===== src/rtl/lfsr_pkg.sv =====
`default_nettype none
// ============================================================================
// lfsr_pkg : shared FSM encoding, LFSR defaults and feedback helper
// Rev 1.0  : initial release
// ============================================================================
package lfsr_pkg;

  typedef enum logic [1:0] {
    S_IDLE  = 2'd0,
    S_SHIFT = 2'd1,
    S_HOLD  = 2'd2,
    S_DONE  = 2'd3
  } state_t;

  localparam int unsigned DEF_WIDTH = 8;
  localparam logic [7:0]  DEF_TAPS  = 8'hB8;
  localparam logic [7:0]  DEF_SEED  = 8'h01;
  localparam int unsigned CNT_W     = 16;

  // Callers zero-extend state and taps, so any WIDTH up to 64 is supported.
  function automatic logic lfsr_feedback(input logic [63:0] state,
                                         input logic [63:0] taps);
    return ^(state & taps);
  endfunction

endpackage : lfsr_pkg
`default_nettype wire


===== src/rtl/lfsr_core.sv =====
`default_nettype none
// ============================================================================
// lfsr_core : Fibonacci LFSR register with load and step enable
// Rev 1.0   : initial release
// ============================================================================
module lfsr_core
  import lfsr_pkg::*;
#(
  parameter int unsigned       WIDTH        = DEF_WIDTH,
  parameter logic [WIDTH-1:0]  TAPS         = DEF_TAPS,
  parameter logic [WIDTH-1:0]  DEFAULT_SEED = DEF_SEED
) (
  input  logic             clk,
  input  logic             reset,
  input  logic             en,
  input  logic             load,
  input  logic [WIDTH-1:0] load_val,
  output logic [WIDTH-1:0] state,
  output logic             q
);

  logic fb;

  assign fb = lfsr_feedback(64'(state), 64'(TAPS));
  assign q  = state[WIDTH-1];

  // An all-zero load would lock the register, so the default seed replaces it.
  always_ff @(posedge clk) begin
    if (reset) begin
      state <= DEFAULT_SEED;
    end else if (load) begin
      state <= (load_val == '0) ? DEFAULT_SEED : load_val;
    end else if (en) begin
      state <= {state[WIDTH-2:0], fb};
    end
  end

endmodule : lfsr_core
`default_nettype wire


===== src/rtl/lfsr_burst_ctrl.sv =====
`default_nettype none
// ============================================================================
// lfsr_burst_ctrl : seeds an LFSR, runs WORD_W-bit bursts, hands words out
// Rev 1.0         : initial release
// ============================================================================
module lfsr_burst_ctrl
  import lfsr_pkg::*;
#(
  parameter int unsigned       WIDTH        = DEF_WIDTH,
  parameter logic [WIDTH-1:0]  TAPS         = DEF_TAPS,
  parameter int unsigned       WORD_W       = 8,
  parameter logic [WIDTH-1:0]  DEFAULT_SEED = DEF_SEED
) (
  input  logic              clk,
  input  logic              reset,
  input  logic              seed_valid,
  input  logic [WIDTH-1:0]  seed_data,
  output logic              seed_ready,
  input  logic              start,
  input  logic [CNT_W-1:0]  word_count,
  input  logic              abort,
  output logic              busy,
  output logic              word_valid,
  output logic [WORD_W-1:0] word_data,
  input  logic              word_ready,
  output logic              done,
  output logic              q
);

  localparam int unsigned BIT_W = (WORD_W > 1) ? $clog2(WORD_W) : 1;

  state_t             st;
  logic [CNT_W-1:0]   remaining;
  logic [BIT_W-1:0]   bit_cnt;
  logic               bit_last;
  logic               lfsr_en;
  logic               lfsr_load;
  logic [WIDTH-1:0]   lfsr_state;
  logic [WORD_W-1:0]  word_next;

  assign seed_ready = (st == S_IDLE);
  assign busy       = (st != S_IDLE);
  assign bit_last   = (bit_cnt == BIT_W'(WORD_W - 1));

  // Abort freezes the register on the cycle it is seen.
  assign lfsr_en   = (st == S_SHIFT) && !abort;
  assign lfsr_load = (st == S_IDLE) && seed_valid;

  generate
    if (WORD_W == 1) begin : g_word_single
      assign word_next = lfsr_state[WIDTH-1];
    end else begin : g_word_multi
      assign word_next = {word_data[WORD_W-2:0], lfsr_state[WIDTH-1]};
    end
  endgenerate

  lfsr_core #(
    .WIDTH        (WIDTH),
    .TAPS         (TAPS),
    .DEFAULT_SEED (DEFAULT_SEED)
  ) u_core (
    .clk      (clk),
    .reset    (reset),
    .en       (lfsr_en),
    .load     (lfsr_load),
    .load_val (seed_data),
    .state    (lfsr_state),
    .q        (q)
  );

  always_ff @(posedge clk) begin
    if (reset) begin
      st         <= S_IDLE;
      remaining  <= '0;
      bit_cnt    <= '0;
      word_valid <= 1'b0;
      word_data  <= '0;
      done       <= 1'b0;
    end else begin
      done <= 1'b0;
      if (abort && (st != S_IDLE)) begin
        st         <= S_IDLE;
        word_valid <= 1'b0;
      end else begin
        case (st)
          S_IDLE: begin
            if (start) begin
              remaining <= word_count;
              bit_cnt   <= '0;
              if (word_count != '0) begin
                st <= S_SHIFT;
              end else begin
                st   <= S_DONE;
                done <= 1'b1;
              end
            end
          end
          S_SHIFT: begin
            word_data <= word_next;
            if (bit_last) begin
              bit_cnt    <= '0;
              st         <= S_HOLD;
              word_valid <= 1'b1;
            end else begin
              bit_cnt <= bit_cnt + 1'b1;
            end
          end
          S_HOLD: begin
            if (word_ready) begin
              word_valid <= 1'b0;
              remaining  <= remaining - 1'b1;
              if (remaining == CNT_W'(1)) begin
                st   <= S_DONE;
                done <= 1'b1;
              end else begin
                st <= S_SHIFT;
              end
            end
          end
          S_DONE: begin
            st <= S_IDLE;
          end
          default: begin
            st <= S_IDLE;
          end
        endcase
      end
    end
  end

endmodule : lfsr_burst_ctrl
`default_nettype wire


===== config.mk =====
export PLATFORM = sky130hd
export DESIGN_NAME = lfsr_burst_ctrl
export DESIGN_NICKNAME = d
export VERILOG_FILES = /design/src/rtl/lfsr_pkg.sv /design/src/rtl/lfsr_core.sv /design/src/rtl/lfsr_burst_ctrl.sv
export SDC_FILE = /design/constraint.sdc
export NUM_CORES = 1
export LEC_CHECK = 0
export BUFFER_PORTS_ARGS = -buffer_cell sky130_fd_sc_hd__buf_4
export CORE_MARGIN = 5
export CORE_UTILIZATION = 40
export DETAILED_ROUTE_END_ITERATION = 16
export GPL_TIMING_DRIVEN = 0
export HOLD_SLACK_MARGIN = 0.12
export PLACE_DENSITY_LB_ADDON = 0.15
export SLEW_MARGIN = 5
export SYNTH_ARGS = -nofsm -noshare
export SYNTH_HDL_FRONTEND = slang
export SYNTH_HIERARCHICAL = 1
export SYNTH_SLANG_ARGS = --single-unit

===== constraint.sdc =====
create_clock -name clk -period 2.8 [get_ports clk]
set_clock_uncertainty 0.05 [all_clocks]
set_input_delay 0.56 -clock clk [delete_from_list [all_inputs] [get_ports clk]]
set_output_delay 0.56 -clock clk [all_outputs]
set_load 0.01 [all_outputs]

==> flow_summary.json <==
{
  "synthFlopType": "dfxtp_1",
  "routed-via-count": 2249,
  "cts_resized": 0,
  "fin_crit_sh_pct": 82.5,
  "clock_latency_ns": 0.29,
  "design_area_um2": 2820,
  "grt_use_total_pct": 17.9,
  "start_util_pct": 41.3,
  "via_per_inst": 5.78,
  "critical_path_arrival_ns": 2.43,
  "synthArstFlopShare_pct": 0,
  "dpl.cell_count": 381,
  "fin_cells": 389,
  "dr.max_layer_used": "met4",
  "cp_max_fo": 10,
  "layout-drive-gt1-share_pct": 22.1,
  "antenna_found_initial": 0,
  "grt_pass1_vias": 2143,
  "critPathBufInv": 3,
  "power_leakage_nw": 1.10,
  "syn_avg_cell_area_um2": 8.53,
  "nets": 350,
  "crit_required_ns": 2.92,
  "dieArea_um2": 7330,
  "endpoint_kind": "flop",
  "drc": 0,
  "fin_util_pct": 50.8,
  "max-vdd-ir-drop_mv": 0.267,
  "cpPeakStageDelay_ns": 0.55,
  "rsz0062_at_grt": "false",
  "hold_viol": 0,
  "wl_met2_um": 2840,
  "clockBufferDepth": 2,
  "yosysWarnings": 6,
  "synth_seq_area_share_pct": 34.2,
  "cpMaxStageDelayCell": "nor3b_1",
  "timing.fmax_mhz": 433,
  "cts_tree": "built",
  "synth_area_um2": 2290,
  "syn-instance-count": 268,
  "overflow": 0,
  "slew_headroom_pct": 38.4,
  "grt_pass1_wl_um": 10700,
  "grt_max_degree": 13,
  "yosysUniqueCellTypes": 57,
  "drt_iter0_drc": 170,
  "cts_sinks": 39,
  "dpl.hpwl_um": 4590,
  "numPortBuffers": 41,
  "place_area_um2": 2680,
  "synth_seq_cells": 39,
  "routedLengthMet1_um": 3030,
  "dieWidth_um": 85.6,
  "die_h_um": 85.6,
  "cts_made_buffers": 5,
  "diodes": 0,
  "wl_um": 6310,
  "layout_min_cycle_time_ns": 2.31,
  "core-area_um2": 5540,
  "setup_tns_ns": 0,
  "outcome": "finished, final reports clean",
  "htreeDepth": 2,
  "syn2layout_area_growth_pct": 23.2,
  "hold_buffers": 0,
  "slew_violations": 0,
  "fp-row-count": 27,
  "wl_met3_um": 348,
  "antenna_left": 0,
  "crit_path_frequent_cell": "buf_2",
  "critPathKind": "flop to flop",
  "final_common_cell": "buf_4",
  "setup_viol": 0,
  "wl_per_cell_um": 16.2,
  "synth_edf_count": 0,
  "cp_cell_sequence": "buf_2, nor3b_1, buf_2, buf_6, mux2_2, mux2i_1, nor2_1",
  "clkSlewWorstSetupHoldPaths_ns": 0.08,
  "mostFrequentLayoutCells": "buf_4 (42), dfxtp_1 (39), nor2_1 (30), a21oi_1 (18)",
  "maxCapViolCount": 0,
  "io_pins": 43,
  "synth_nets": 302,
  "tightestPinTransition_ns": 0.916,
  "holdCritPathClass": "flop to flop",
  "ctsRootBufferMaster": "clkbuf_8",
  "post_cts_buffers": 0,
  "gp_congestion": 0.862,
  "powerDensity_nw_per_um2": 576,
  "critPathTopFamily": "buffers and inverters",
  "worstSetupStartpointType": "flop",
  "dr.pass1.iters": 4
}
[Yosys cell counts (3+ instances only)]
cell | number | area share (%)
a22o_1 | 5 | 1.9
nand2b_1 | 3 | 0.82
o22ai_1 | 3 | 0.82
nand4b_1 | 3 | 1.1
nand4_1 | 5 | 1.4
a31oi_1 | 4 | 1.1
nor3_1 | 14 | 3.1
nor3b_1 | 4 | 1.3
inv_1 | 5 | 0.82
dfxtp_1 | 39 | 34
a211oi_1 | 8 | 2.6
nor2b_1 | 4 | 1.1
mux2_2 | 7 | 3.4
nor2_1 | 30 | 4.9
buf_2 | 5 | 1.1
ha_1 | 4 | 2.2
nand3b_1 | 5 | 1.6
nor4_1 | 9 | 2.5
o21ai_0 | 8 | 1.8
nand2_1 | 11 | 1.8
a21oi_1 | 18 | 3.9
a21o_1 | 3 | 0.99
or4_1 | 3 | 0.99
nand3_1 | 4 | 0.88
clkbuf_1 | 10 | 1.6
mux2i_1 | 14 | 6.1
[routing by layer]
metal	track usage [%]	up-vias
li1	-	1111
met1	25.9	1068
met2	27.0	61
met3	2.98	9
met4	5.61	0
met5	0	-
[cell families (layout without fill, tap and decap cells)]
group / after synthesis / in the layout / synth area share, %
xor gates and xnor gates: 3 / 3 / 1.15
and+or+nand+nor: 106 / 106 / 26.2
buffers and inverters: 25 / 74 / 5.20
adders and majority gates: 4 / 4 / 2.19
DFF: 39 / 39 / 34.2
AOI/OAI and AO/OA: 70 / 70 / 21.5
muxes: 21 / 21 / 9.58
[area by class of cell]
class / count / area [µm²]
plain buffers: 20 / 100
clock buffers: 6 / 72.6
clock inverters: 2 / 60.1
fillers: 565 / 2720
inverters: 5 / 18.8
multi-input cells: 204 / 1390
flip-flops and latches: 39 / 781
well taps: 72 / 90.1
repair buffers: 41 / 308
[state kept, by name, indices dropped and copies added (netlist names)]
signal / cells
remaining: 16
u_core/state: 8
word_data: 8
bit_cnt: 3
st: 2
done: 1
word_valid: 1
[worst paths after layout]
check	end	start	slack [ns]	depth (start not counted)
worst max-delay path	u_core/state[6]	st[0]	0.49	7
worst min-delay path	bit_cnt[1]	bit_cnt[1]	0.41	2
worst max register to register	u_core/state[6]	st[0]	0.49	7
worst min register to register	bit_cnt[1]	bit_cnt[1]	0.41	2
[worst min-delay path, delay by kind of cell (launching register included)]
family             cells  cell delay, ns
AOI/OAI and AO/OA      1            0.05
and+or+nand+nor        1            0.05
DFF                    1            0.32
[metrics by stage]
stage               hold slack [ns]  power [mW]  setup WS [ns]
detailed placement            0.404        1.06          0.293
floorplan                     0.386       0.933          0.707
global placement              0.398        1.06          0.310
finish                        0.414        1.62          0.489
global route                  0.455        1.71          0.262
CTS                           0.416        1.63          0.471
[report_power, final]
group          switching (mW)  internal, mW
clock network           0.211         0.356
registers              0.0511         0.597
logic                   0.230         0.177
Note: power is estimated with default switching activity, not from simulation.
